## src/rtl/clock_defs_pkg.sv

```systemverilog
`default_nettype none
// +----------------------------------------------------------------------------+
// | Package     : clock_defs_pkg                                               |
// | Description : Shared definitions for the digital clock: display modes,     |
// |               set-field codes, packed-BCD limits and a BCD increment       |
// |               helper. Used by key_mode_ctrl, the display mux and the       |
// |               clock-time counter.                                          |
// | Revision    : 1.0 - initial release                                        |
// +----------------------------------------------------------------------------+
package clock_defs_pkg;

    // Display / key mode. 2'b11 is never driven.
    typedef enum logic [1:0] {
        MODE_CLOCK     = 2'b00,
        MODE_ALARM     = 2'b01,
        MODE_STOPWATCH = 2'b10
    } mode_e;

    // Field currently being set.
    localparam logic [1:0] FIELD_NONE = 2'd0;
    localparam logic [1:0] FIELD_HOUR = 2'd1;
    localparam logic [1:0] FIELD_MIN  = 2'd2;
    localparam logic [1:0] FIELD_SEC  = 2'd3;

    // Packed-BCD upper limits.
    localparam logic [7:0] BCD_MAX_HOUR   = 8'h23;
    localparam logic [7:0] BCD_MAX_MINSEC = 8'h59;

    // Packed-BCD increment that wraps to 00 at max_value. No carry out:
    // neighbouring fields are never touched.
    function automatic logic [7:0] bcd_inc(input logic [7:0] value,
                                           input logic [7:0] max_value);
        logic [3:0] w_hi;
        logic [3:0] w_lo;
        w_hi = value[7:4];
        w_lo = value[3:0];
        if (value == max_value) begin
            bcd_inc = 8'h00;
        end else if (w_lo == 4'd9) begin
            bcd_inc = {w_hi + 4'd1, 4'h0};
        end else begin
            bcd_inc = {w_hi, w_lo + 4'd1};
        end
    endfunction

endpackage : clock_defs_pkg
`default_nettype wire

```

## src/rtl/key_mode_ctrl_debounce.sv

```systemverilog
`default_nettype none
// +----------------------------------------------------------------------------+
// | Module      : key_debounce                                                 |
// | Description : One push-button front end: 2-FF synchroniser, stability     |
// |               counter debounce and a registered one-cycle press pulse.     |
// | Ports       : clk, rst   - clock / async active-high reset                 |
// |               key_n      - raw active-low button, asynchronous to clk      |
// |               press      - one-cycle pulse on debounced 1->0 transition    |
// | Revision    : 1.0 - initial release                                        |
// +----------------------------------------------------------------------------+
module key_debounce #(
    parameter int DEBOUNCE_CYCLES = 1000000,
    parameter int CNT_W           = 20
) (
    input  logic clk,
    input  logic rst,
    input  logic key_n,
    output logic press
);

    localparam logic [CNT_W-1:0] C_CNT_LAST = CNT_W'(DEBOUNCE_CYCLES - 1);
    localparam logic [CNT_W-1:0] C_CNT_ONE  = CNT_W'(1);

    logic             r_sync1;
    logic             r_sync2;
    logic             r_armed;
    logic             r_level;
    logic             r_level_d;
    logic             r_press;
    logic [CNT_W-1:0] r_cnt;

    // The synchroniser resets to "pressed" and the debouncer stays disarmed
    // until a released sample has been seen. A key held through reset
    // therefore never produces a press; it must be released and re-pressed.
    always_ff @(posedge clk or posedge rst) begin
        if (rst) begin
            r_sync1   <= 1'b0;
            r_sync2   <= 1'b0;
            r_armed   <= 1'b0;
            r_level   <= 1'b1;
            r_level_d <= 1'b1;
            r_press   <= 1'b0;
            r_cnt     <= '0;
        end else begin
            r_sync1   <= key_n;
            r_sync2   <= r_sync1;
            r_armed   <= r_armed | r_sync2;
            r_level_d <= r_level;
            r_press   <= r_level_d & ~r_level;
            if (!r_armed || (r_sync2 == r_level)) begin
                r_cnt <= '0;
            end else if (r_cnt == C_CNT_LAST) begin
                // DEBOUNCE_CYCLES consecutive differing samples: accept.
                r_level <= r_sync2;
                r_cnt   <= '0;
            end else begin
                r_cnt <= r_cnt + C_CNT_ONE;
            end
        end
    end

    assign press = r_press;

endmodule : key_debounce
`default_nettype wire

```

## src/rtl/key_mode_ctrl.sv

```systemverilog
`default_nettype none
// +----------------------------------------------------------------------------+
// | Module      : key_mode_ctrl                                                |
// | Description : Debounces the mode/select/increment buttons and produces the |
// |               display mode, set field, packed-BCD alarm registers and      |
// |               one-cycle command pulses for clock counter and stopwatch.    |
// | Ports       : clk, rst                  - clock / async active-high reset  |
// |               key_mode_n/sel_n/inc_n    - raw active-low buttons           |
// |               key_b                     - mode 00 clock/01 alarm/10 sw     |
// |               set_field                 - 0 none,1 hour,2 minute,3 second  |
// |               alarm_hour/minute/second  - packed-BCD alarm time            |
// |               clk_set_inc, sw_start_stop, sw_clear - one-cycle pulses      |
// | Revision    : 1.0 - initial release                                        |
// +----------------------------------------------------------------------------+
module key_mode_ctrl
    import clock_defs_pkg::*;
#(
    parameter int DEBOUNCE_CYCLES = 1000000,
    parameter int CNT_W           = 20
) (
    input  logic       clk,
    input  logic       rst,
    input  logic       key_mode_n,
    input  logic       key_sel_n,
    input  logic       key_inc_n,
    output logic [1:0] key_b,
    output logic [1:0] set_field,
    output logic [7:0] alarm_hour,
    output logic [7:0] alarm_minute,
    output logic [7:0] alarm_second,
    output logic       clk_set_inc,
    output logic       sw_start_stop,
    output logic       sw_clear
);

    logic w_mode_press;
    logic w_sel_press;
    logic w_inc_press;

    key_debounce #(.DEBOUNCE_CYCLES(DEBOUNCE_CYCLES), .CNT_W(CNT_W)) u_deb_mode (
        .clk   (clk),
        .rst   (rst),
        .key_n (key_mode_n),
        .press (w_mode_press)
    );

    key_debounce #(.DEBOUNCE_CYCLES(DEBOUNCE_CYCLES), .CNT_W(CNT_W)) u_deb_sel (
        .clk   (clk),
        .rst   (rst),
        .key_n (key_sel_n),
        .press (w_sel_press)
    );

    key_debounce #(.DEBOUNCE_CYCLES(DEBOUNCE_CYCLES), .CNT_W(CNT_W)) u_deb_inc (
        .clk   (clk),
        .rst   (rst),
        .key_n (key_inc_n),
        .press (w_inc_press)
    );

    // Same-cycle arbitration: mode beats select beats increment; losers are dropped.
    logic w_mode_ev;
    logic w_sel_ev;
    logic w_inc_ev;
    assign w_mode_ev = w_mode_press;
    assign w_sel_ev  = w_sel_press & ~w_mode_press;
    assign w_inc_ev  = w_inc_press & ~w_mode_press & ~w_sel_press;

    mode_e      r_mode,          w_mode_next;
    logic [1:0] r_set_field,     w_set_field_next;
    logic [7:0] r_alarm_hour,    w_alarm_hour_next;
    logic [7:0] r_alarm_minute,  w_alarm_minute_next;
    logic [7:0] r_alarm_second,  w_alarm_second_next;
    logic       r_clk_set_inc,   w_clk_set_inc_next;
    logic       r_sw_start_stop, w_sw_start_stop_next;
    logic       r_sw_clear,      w_sw_clear_next;

    always_ff @(posedge clk or posedge rst) begin
        if (rst) begin
            r_mode          <= MODE_CLOCK;
            r_set_field     <= FIELD_NONE;
            r_alarm_hour    <= 8'h00;
            r_alarm_minute  <= 8'h00;
            r_alarm_second  <= 8'h00;
            r_clk_set_inc   <= 1'b0;
            r_sw_start_stop <= 1'b0;
            r_sw_clear      <= 1'b0;
        end else begin
            r_mode          <= w_mode_next;
            r_set_field     <= w_set_field_next;
            r_alarm_hour    <= w_alarm_hour_next;
            r_alarm_minute  <= w_alarm_minute_next;
            r_alarm_second  <= w_alarm_second_next;
            r_clk_set_inc   <= w_clk_set_inc_next;
            r_sw_start_stop <= w_sw_start_stop_next;
            r_sw_clear      <= w_sw_clear_next;
        end
    end

    always_comb begin
        w_mode_next          = r_mode;
        w_set_field_next     = r_set_field;
        w_alarm_hour_next    = r_alarm_hour;
        w_alarm_minute_next  = r_alarm_minute;
        w_alarm_second_next  = r_alarm_second;
        w_clk_set_inc_next   = 1'b0;
        w_sw_start_stop_next = 1'b0;
        w_sw_clear_next      = 1'b0;

        if (w_mode_ev) begin
            case (r_mode)
                MODE_CLOCK: w_mode_next = MODE_ALARM;
                MODE_ALARM: w_mode_next = MODE_STOPWATCH;
                default:    w_mode_next = MODE_CLOCK;
            endcase
            w_set_field_next = FIELD_NONE;
        end else if (w_sel_ev) begin
            if (r_mode == MODE_STOPWATCH) begin
                w_sw_clear_next = 1'b1;
            end else begin
                // 2-bit wrap gives none->hour->minute->second->none.
                w_set_field_next = r_set_field + 2'd1;
            end
        end else if (w_inc_ev) begin
            case (r_mode)
                MODE_CLOCK: begin
                    if (r_set_field != FIELD_NONE) begin
                        w_clk_set_inc_next = 1'b1;
                    end
                end
                MODE_ALARM: begin
                    case (r_set_field)
                        FIELD_HOUR: w_alarm_hour_next   = bcd_inc(r_alarm_hour, BCD_MAX_HOUR);
                        FIELD_MIN:  w_alarm_minute_next = bcd_inc(r_alarm_minute, BCD_MAX_MINSEC);
                        FIELD_SEC:  w_alarm_second_next = bcd_inc(r_alarm_second, BCD_MAX_MINSEC);
                        default:    ;
                    endcase
                end
                default: w_sw_start_stop_next = 1'b1;
            endcase
        end
    end

    assign key_b         = r_mode;
    assign set_field     = r_set_field;
    assign alarm_hour    = r_alarm_hour;
    assign alarm_minute  = r_alarm_minute;
    assign alarm_second  = r_alarm_second;
    assign clk_set_inc   = r_clk_set_inc;
    assign sw_start_stop = r_sw_start_stop;
    assign sw_clear      = r_sw_clear;

endmodule : key_mode_ctrl
`default_nettype wire

```

## config.mk

```make
export PLATFORM = sky130hd
export DESIGN_NAME = key_mode_ctrl
export DESIGN_NICKNAME = d
export VERILOG_FILES = /design/src/rtl/clock_defs_pkg.sv /design/src/rtl/key_mode_ctrl_debounce.sv /design/src/rtl/key_mode_ctrl.sv
export SDC_FILE = /design/constraint.sdc
export NUM_CORES = 1
export LEC_CHECK = 0
export CORE_MARGIN = 4
export CORE_UTILIZATION = 63
export DETAILED_ROUTE_END_ITERATION = 7
export GPL_TIMING_DRIVEN = 0
export PLACE_DENSITY = 0.82
export SETUP_SLACK_MARGIN = 0.3
export SLEW_MARGIN = 30
export SYNTH_ARGS = -nofsm -noshare
export SYNTH_HDL_FRONTEND = slang
export SYNTH_SLANG_ARGS = --single-unit
```

## constraint.sdc

```tcl
create_clock -name clk -period 10.8 [get_ports clk]
set_input_delay 2.16 -clock clk [delete_from_list [all_inputs] [get_ports clk]]
set_output_delay 2.16 -clock clk [all_outputs]
set_load 0.02 [all_outputs]
```

# Word-level counts from Yosys, hierarchy flattened
# Index checks and enable logic that the tools add are counted.
# W data, S select, Z words.
dict set report word_totals {
  reg_bits 109
  latchBits 0
  ram_bits 0
  romBits 0
  inputBits 5
  elab_cells 129
  n_memories 0
}
dict set report op_classes {
  add_sub_neg 10
  mul 0
  div_mod_pow 0
  n_lt_le_gt_ge 0
  n_eq_ne 18
  shifts 0
  muxes 28
  n_bitwise 18
  reduce_logical 23
}
# operator n
set op_table {}
lappend op_table {{$mux W20} 6}
lappend op_table {{$add A20 B1 Y20 const B} 3}
lappend op_table {{$eq A20 B20 Y1 const B} 3}
lappend op_table {{$mux W8} 6}
lappend op_table {{$add A4 B1 Y4 const B} 6}
lappend op_table {{$reduce_and A6 Y1} 3}
lappend op_table {{$eq A8 B7 Y1 const B} 2}
lappend op_table {{$reduce_and A5 Y1} 3}
lappend op_table {{$eq A4 B4 Y1 const B} 3}
lappend op_table {{$mux W1} 12}
lappend op_table {{$reduce_bool A2 Y1} 5}
lappend op_table {{$not A1 Y1} 9}
lappend op_table {{$eq A8 B6 Y1 const B} 1}
lappend op_table {{$reduce_and A2 Y1} 4}
lappend op_table {{$and A1 B1 Y1} 6}
lappend op_table {{$eq A2 B2 Y1 const B} 3}
lappend op_table {{$mux W2} 3}
lappend op_table {{$eq A2 B1 Y1 const B} 2}
lappend op_table {{$pmux W2 S2} 1}
lappend op_table {{$eq A1 B1 Y1} 3}
lappend op_table {{$logic_not A1 Y1} 3}
lappend op_table {{$logic_or A1 B1 Y1} 3}
lappend op_table {{$or A1 B1 Y1} 3}
lappend op_table {{$add A2 B1 Y2 const B} 1}
lappend op_table {{3 further kinds} 3}

# Longest topological paths before layout
# Gate-level depths: netlist (run 1).
dict set report depth {
  ltp_word 6
  ltp_mapped 7
}

# Cells and area by module
# From an unflattened synthesis (run 1), not the netlist that was laid out.
dict set report unflattened {
  cells_unflattened 508
  area_unflattened_um2 5365.1
}
# module n_inst cells_per_inst area_each_um2 seq_area_each_um2
set by_module_without_submodules {}
lappend by_module_without_submodules {key_debounce 3 115 1224.9 653.1}
lappend by_module_without_submodules {key_mode_ctrl 1 163 1690.4 775.7}

# Worst setup path after synthesis (run 1)
# OpenSTA, ideal clock, no wires.
dict set report synth_timing {
  path_type {register to output}
  start {register r_alarm_minute[4], in the netlist alarm_minute[4]}
  end {output port alarm_minute[4]}
  arrival_ns 0.489
  setup_slack_ns 8.151
  path_stages_with_launch 1
  n_path_buf 0
  path_cell_list {dfrtp_1}
}
# item line
set synth_rtl {}
lappend synth_rtl {{from (decl)} key_mode_ctrl.sv:72} ;# logic [7:0] r_alarm_minute, w_alarm_minute_next;
lappend synth_rtl {{from (signal assigned)} key_mode_ctrl.sv:92} ;# r_alarm_minute <= w_alarm_minute_next;
lappend synth_rtl {{to (decl)} key_mode_ctrl.sv:29} ;# output logic [7:0] alarm_minute,
# No word-level cell between the ends.

# Worst setup path in the final report (run 1)
dict set report layout_timing {
  start {register r_alarm_hour[2], in the netlist alarm_hour[2]}
  end {output port alarm_hour[2]}
}
# item line
set layout_rtl {}
lappend layout_rtl {{from (decl)} key_mode_ctrl.sv:71} ;# logic [7:0] r_alarm_hour, w_alarm_hour_next;
lappend layout_rtl {{from (signal assigned)} key_mode_ctrl.sv:91} ;# r_alarm_hour <= w_alarm_hour_next;
lappend layout_rtl {{to (decl)} key_mode_ctrl.sv:28} ;# output logic [7:0] alarm_hour,
# No word-level cell between the ends.

==> flow_metrics.env, run 1 <==
export IMPL_die_w_um=99.26
export IMPL_placementRows=33
export IMPL_grt_busiest_layer="met2"
export IMPL_postSynthAreaPerCell_um2=10.01
export IMPL_cts_buffers=9
export IMPL_synth_seq_area_share_pct=52.13
export IMPL_clk_pin_slew_worst_paths_ns=0.10
export IMPL_final_nets=595
export IMPL_cts_sinks=109
export IMPL_ys_ff_latch=109
export IMPL_slew_headroom_pct=67.20
export IMPL_synthCells=524
export IMPL_core_area_mm2=0.008175
export IMPL_fin_crit_sh_pct=33.54
export IMPL_route_vias_total=3967
export IMPL_initial_core_util_pct=64.17
export IMPL_syn_to_final_growth_pct=13.33
export IMPL_synth_edf_count=0
export IMPL_wire_per_inst_um=14.17
export IMPL_grt_max_degree=56
export IMPL_end_kind="output pin"
export IMPL_die_y_um=99.26
export IMPL_use_met1_pct=25.48
export IMPL_seqCellArea_mm2=0.002735
export IMPL_status="complete, no violations"
export IMPL_critPathMaxStageDelay_ns=0.64
export IMPL_cp_start_kind="flip-flop"
export IMPL_drc_errors=0
export IMPL_worst_clock_skew_ns=0.009153
export IMPL_clockBufferDepth=2
export IMPL_cts_resized_gates=0
export IMPL_final_area_mm2=0.005946
export IMPL_hold_viol_final=0
export IMPL_required_ns=8.64
export IMPL_cp_slowest_cell="clkdlybuf4s50_1"
export IMPL_ys_top_cells_by_area="dfrtp_1, ha_1, xnor2_1"
export IMPL_ir_drop_uv=72.93
export IMPL_crit_buf_inv=1
export IMPL_die_area_mm2=0.009852
export IMPL_path_delay_family="buffers and inverters"
export IMPL_synth_flop_cell="dfrtp_1"
export IMPL_synth_top_area_share_pct=49.13
export IMPL_multi_input_area_mm2=0.002335
export IMPL_grt_use_met2_pct=38.74
export IMPL_worst_path_max_fanout=5
export IMPL_period_needed_ns=3.622
export IMPL_globalplace_congestion=0.8206
export IMPL_synth_adder_area_share_pct=4.531
export IMPL_finalSetupViolations=0
export IMPL_portBuffers=35
export IMPL_maxCapViolations=0
export IMPL_power_mw=0.6696
export IMPL_hold_buffers=0
export IMPL_cts_root_buf="clkbuf_8"
export IMPL_grt_pass1_vias=4030
export IMPL_hpwl_um=6869
export IMPL_placed_area_mm2=0.005761
export IMPL_cts_tree="yes"
export IMPL_synth_cell_types=46
export IMPL_cts_setup_buffers=0
export IMPL_synth_fp_nets=548
export IMPL_critical_path_class="flip-flop to output pin"
export IMPL_yosys_warnings=0
export IMPL_hp_class="flip-flop to flip-flop"
export IMPL_worst_pin_slew_ns=0.4916
export IMPL_drive_gt1_share_pct=8.333
export IMPL_viasPerCell=5.825
export IMPL_cts_htree_levels=3
export IMPL_drt_wl_total_um=9652
export IMPL_grt_overflow=0
export IMPL_arrival_ns=1.46
export IMPL_io_pins=36
export IMPL_diodes=0
export IMPL_p_per_area_mw_per_mm2=112.6
export IMPL_yosysTopAreaCell="dfrtp_1"
export IMPL_muxShareOfSynthArea_pct=1.455
export IMPL_grt_pass1_wl_um=17350
export IMPL_drt_iter0_drc=109
export IMPL_grt_usage_pct=21.11
export IMPL_netlist_area_mm2=0.005246
export IMPL_crit_chain="clkdlybuf4s50_1"
export IMPL_fmax_mhz=276.1
export IMPL_dp_cells=665
export IMPL_synth_async_reset_ratio_pct=100.0
export IMPL_setup_slack_ns=7.178
export IMPL_grt_util_met3_pct=4.909
export IMPL_finalNonFillerCells=681
export IMPL_fill_cells=599
export IMPL_rsz0062_at_grt="no"
export IMPL_antenna_found_initial=0
export IMPL_synth_xor_area_share_pct=6.010
export IMPL_dr_pass1_iters=4
export IMPL_antenna_left=0
export IMPL_synth_top_family_by_area="simple AND/OR/NAND/NOR gates"
export IMPL_synth_simple_gate_area_share_pct=22.97
export IMPL_fin_setup_tns_ns=0
export IMPL_synth_compound_area_share_pct=9.540
export IMPL_dp_slack_ns=7.473
export IMPL_clk_latency_ns=0.36
export IMPL_final_max_slew_viol_count=0
export IMPL_leakage_nw=2.471
==> state kept, by name, summed over array words and instances (netlist names), 2 cells and up <==
signal and count:
alarm_hour 8, alarm_second 8, u_deb_inc.r_cnt 20, set_field 2, alarm_minute 8, u_deb_mode.r_cnt 20
u_deb_sel.r_cnt 20, key_b 2
==> routing by layer <==
layer / share of wire [%] / wire length [um]
met4: 0.82 / 79
met2: 52 / 4998
met3: 3.6 / 347
met1: 44 / 4226
met5: 0 / 0
==> cells in the final DEF, fill, tap and decap left out, types with 3 or more instances in the layout <==
cell	synthesis	routed
nand4_1	7	7
or3_1	17	17
o21ai_0	36	36
xnor2_1	23	23
nand2b_1	4	4
mux2_2	4	4
and4_1	3	3
clkbuf_8	0	10
nor2_1	46	46
o31ai_1	10	10
xor2_1	13	13
clkdlybuf4s50_1	0	35
a21o_1	7	7
nor4b_1	6	6
nor4_1	6	6
nor3_1	15	15
nand3_1	30	30
ha_1	19	19
dfrtp_1	103	103
inv_1	27	26
buf_2	6	6
and3b_1	3	3
nand2_1	37	37
and3_1	7	7
clkbuf_1	11	12
dfstp_2	6	6
nor2b_1	4	4
a21oi_1	28	28
or2_2	7	7
or4_1	16	16
==> per-stage QoR <==
step                hold WS (ns)  utilization, %
global route              0.3804           72.73
CTS                       0.3642           72.73
finish                    0.3609           72.73
global placement          0.3356           70.06
detailed placement        0.3394           70.46
floorplan                 0.3312               -
==> final timing paths <==
path                                                       end                     startpoint  slack, ns  cells past startpoint
worst max-delay path                             alarm_hour[2]      alarm_hour[2]$_DFFE_PP0P_       7.18                      1
worst min-delay path               u_deb_inc.r_sync2$_DFF_PP0_    u_deb_inc.r_sync1$_DFF_PP0_       0.36                      0
worst max register to register   u_deb_mode.r_cnt[7]$_DFF_PP0_  u_deb_mode.r_cnt[7]$_DFF_PP0_       8.54                      6
worst min register to register     u_deb_inc.r_sync2$_DFF_PP0_    u_deb_inc.r_sync1$_DFF_PP0_       0.36                      0
max in group asynchronous        u_deb_sel.r_level_d$_DFF_PP1_                            rst       7.91                      3
min in group asynchronous       u_deb_mode.r_cnt[17]$_DFF_PP0_                            rst       2.21                      2
==> worst reg2reg max path, delay by kind of cell, from the launching register on <==
family / cells / cell delay [ns]
buf+inv: 2 / 0.60
compound gates: 1 / 0.16
flops: 1 / 0.47
simple gates: 3 / 0.90
==> cells in the mapped netlist (11+ instances only) <==
master,n
nand2_1,37
nand3_1,30
o21ai_0,36
nor2_1,46
dfrtp_1,103
or3_1,17
ha_1,19
or4_1,16
clkbuf_1,11
xor2_1,13
a21oi_1,28
nor3_1,15
inv_1,27
xnor2_1,23
==> power breakdown <==
part | switching (mW) | internal [mW]
Sequential | 0.00407 | 0.412
Combinational | 0.0147 | 0.00634
Clock | 0.139 | 0.0937
==> kinds of logic after synthesis <==
group,count (synthesis)
adders and majority gates,19
muxes,7
AOI/OAI and AO/OA,88
xor gates and xnor gates,36
and+or+nand+nor,220
DFF,109
buffers and inverters,45
==> area by class of cell <==
| class | count | area share (%) |
|---|---|---|
| flip-flops and latches | 109 | 46.00 |
| clock inverters | 5 | 0.7365 |
| inverters | 27 | 1.789 |
| well taps | 105 | 2.210 |
| plain buffers | 18 | 1.263 |
| repair buffers | 36 | 6.355 |
| multi-input cells | 370 | 39.27 |
| clock buffers | 11 | 2.378 |
Note: power is estimated with default switching activity, not from simulation.
==> run 2, diff against run 1 <==
--- a/config.mk
+++ b/config.mk
@@ -6,10 +6,10 @@
 export NUM_CORES = 1
 export LEC_CHECK = 0
 export CORE_MARGIN = 4
-export CORE_UTILIZATION = 63
+export CORE_UTILIZATION = 53
 export DETAILED_ROUTE_END_ITERATION = 7
 export GPL_TIMING_DRIVEN = 0
-export PLACE_DENSITY = 0.82
+export PLACE_DENSITY = 0.74
 export SETUP_SLACK_MARGIN = 0.3
 export SLEW_MARGIN = 30
 export SYNTH_ARGS = -nofsm -noshare
==> constraint.sdc (replaced) <==
create_clock -name clk -period 3 [get_ports clk]
set_input_delay 0.6 -clock clk [delete_from_list [all_inputs] [get_ports clk]]
set_output_delay 0.6 -clock clk [all_outputs]
set_load 0.02 [all_outputs]
==> flow_metrics.env, run 2 (same netlist as run 1, synthesis figures left out) <==
export IMPL_p_seq_share_pct=58.4
export IMPL_route_vias_total=3857
export IMPL_grt_pass1_wl_um=16710
export IMPL_path_delay_family="simple AND/OR/NAND/NOR gates"
export IMPL_final_cell_mix="dfrtp_1, nor2_1, nand2_1"
export IMPL_final_common_cell="dfrtp_1"
export IMPL_ff2ff_path_depth=6
export IMPL_cp_depth=6
export IMPL_grt_pass1_vias=3906
export IMPL_finalSetupViolations=0
export IMPL_cts_resized_gates=0
export IMPL_fin_setup_tns_ns=0
export IMPL_end_kind="flip-flop"
export IMPL_worstHoldStart="u_deb_sel.r_sync1$_DFF_PP0_"
export IMPL_fmax_mhz=451.9
export IMPL_setup_slack_ns=0.7871
export IMPL_clock_power_share_pct=38.3
export IMPL_critPathMaxStageDelay_ns=0.44
export IMPL_globalplace_congestion=0.8238
export IMPL_slew_headroom_pct=68.94
export IMPL_wire_per_inst_um=13.23
export IMPL_grt_overflow=0
export IMPL_drt_wl_total_um=9418
export IMPL_crit_chain="or3b_1 -> nor4_1 -> a21o_1 -> buf_2 -> buf_1 -> nor2_1"
export IMPL_hp_class="flip-flop to flip-flop"
export IMPL_min_path_cells=0
export IMPL_dr_pass1_iters=4
export IMPL_maxCapViolations=0
export IMPL_worst_path_max_fanout=10
export IMPL_cp_start_kind="flip-flop"
export IMPL_cp_slowest_cell="dfrtp_1"
export IMPL_cts_root_buf="clkbuf_8"
export IMPL_p_per_area_mw_per_mm2=421.0
export IMPL_p_int_mw=2.011
export IMPL_drive_gt1_share_pct=8.808
export IMPL_grt_max_degree=31
export IMPL_swShare_pct=21.56
export IMPL_rr_endpoint="u_deb_mode.r_cnt[8]$_DFF_PP0_"
export IMPL_cts_setup_buffers=0
export IMPL_die_y_um=107.5
export IMPL_drc_errors=0
export IMPL_hold_buffers=0
export IMPL_grt_util_met3_pct=3.959
export IMPL_fin_crit_sh_pct=73.76
export IMPL_worst_pin_slew_ns=0.4659
export IMPL_clockBufferDepth=2
export IMPL_hpwl_um=6952
export IMPL_largestRegisters="u_deb_inc.r_cnt x20, u_deb_mode.r_cnt x20, u_deb_sel.r_cnt x20"
export IMPL_dp_slack_ns=0.7769
export IMPL_viasPerCell=5.417
export IMPL_antenna_left=0
export IMPL_clk_latency_ns=0.38
export IMPL_worst_clock_skew_ns=0.01923
export IMPL_placementRows=36
export IMPL_io_pins=36
export IMPL_core_area_mm2=0.009684
export IMPL_status="complete, no violations"
export IMPL_grt_usage_pct=17.57
export IMPL_initial_core_util_pct=54.17
export IMPL_netSwitchingPower_mw=0.5525
export IMPL_final_max_slew_viol_count=0
export IMPL_rsz0062_at_grt="no"
export IMPL_portBuffers=35
export IMPL_die_w_um=107.5
export IMPL_use_met1_pct=21.27
export IMPL_diodes=0
export IMPL_r2r_start="u_deb_mode.r_cnt[7]$_DFF_PP0_"
export IMPL_antenna_found_initial=0
export IMPL_cts_htree_levels=3
export IMPL_power_mw=2.563
export IMPL_ir_drop_uv=291.5
export IMPL_cts_tree="yes"
export IMPL_whs_endpoint="u_deb_sel.r_sync2$_DFF_PP0_"
export IMPL_critical_path_class="flip-flop to flip-flop"
export IMPL_crit_buf_inv=2
export IMPL_period_needed_ns=2.213
export IMPL_arrival_ns=2.45
export IMPL_syn_to_final_growth_pct=16.05
export IMPL_die_area_mm2=0.01155
export IMPL_required_ns=3.24
export IMPL_grt_use_met2_pct=30.99
export IMPL_cts_buffers=9
export IMPL_drt_iter0_drc=134
export IMPL_combPwrFrac_pct=3.3
export IMPL_leakage_nw=2.514
export IMPL_clk_pin_slew_worst_paths_ns=0.10
export IMPL_hold_viol_final=0
export IMPL_cts_sinks=109
export IMPL_grt_busiest_layer="met2"
export IMPL_final_nets=598
export IMPL_rrSetupSlack_ns=0.79
## run 2: changes by cell type in the layout (fill, tap and decap cells not counted), sizes merged
cell,delta
inv,-3
clkinvlp,+1
buf,+3
bufinv,+2
## run 2: final cells by class
| class | instances | area, um2 |
|---|---|---|
| clock inverters | 5 | 85.08 |
| repair buffers | 39 | 445.4 |
| multi-input cells | 370 | 2335 |
| inverters | 27 | 105.1 |
| fillers | 807 | 3596 |
| well taps | 133 | 166.4 |
| plain buffers | 18 | 75.07 |
| flip-flops and latches | 109 | 2735 |
| clock buffers | 11 | 141.4 |
## run 2: power by group through the flow
stage | clock (mW) | sequential (mW) | combinational [mW]
finish | 0.981 | 1.50 | 0.0851
global route | 1.08 | 1.50 | 0.0974
CTS | 1.02 | 1.50 | 0.0894
detailed placement | 0 | 1.53 | 0.0894
global placement | 0 | 1.53 | 0.0724
floorplan | 0 | 1.52 | 0.0525
## run 2: routing by layer
metal  share of wire (%)  wire length (um)
met3                 3.1               292
met2                  49              4616
met4                 1.6               147
met1                  46              4362
met5                   0                 0
## run 2: worst max path at each step
| stage | startpoint | endpoint | slack, ns |
|---|---|---|---|
| after floorplan | u_deb_inc.r_cnt[0]$_DFF_PP0_ | u_deb_inc.r_cnt[18]$_DFF_PP0_ | 0.99 |
| after global placement | rst | alarm_hour[6]$_DFFE_PP0P_ | 0.03 |
| after detailed placement | u_deb_mode.r_cnt[7]$_DFF_PP0_ | u_deb_mode.r_cnt[8]$_DFF_PP0_ | 0.78 |
| after CTS | u_deb_mode.r_cnt[7]$_DFF_PP0_ | u_deb_mode.r_cnt[8]$_DFF_PP0_ | 0.74 |
| after global routing | u_deb_mode.r_cnt[7]$_DFF_PP0_ | u_deb_mode.r_cnt[8]$_DFF_PP0_ | 0.61 |
| final | u_deb_mode.r_cnt[7]$_DFF_PP0_ | u_deb_mode.r_cnt[8]$_DFF_PP0_ | 0.79 |
## run 2: stage by stage
step                instances  hold slack (ns)  instance area [um2]  util (%)
floorplan                 524           0.3312                 5250         -
global placement          692           0.3334                 5767     59.55
detailed placement        696           0.3472                 5862     60.53
CTS                       712           0.3697                 6088     62.87
global route              712           0.3749                 6088     62.87
finish                    712           0.3618                 6088     62.87
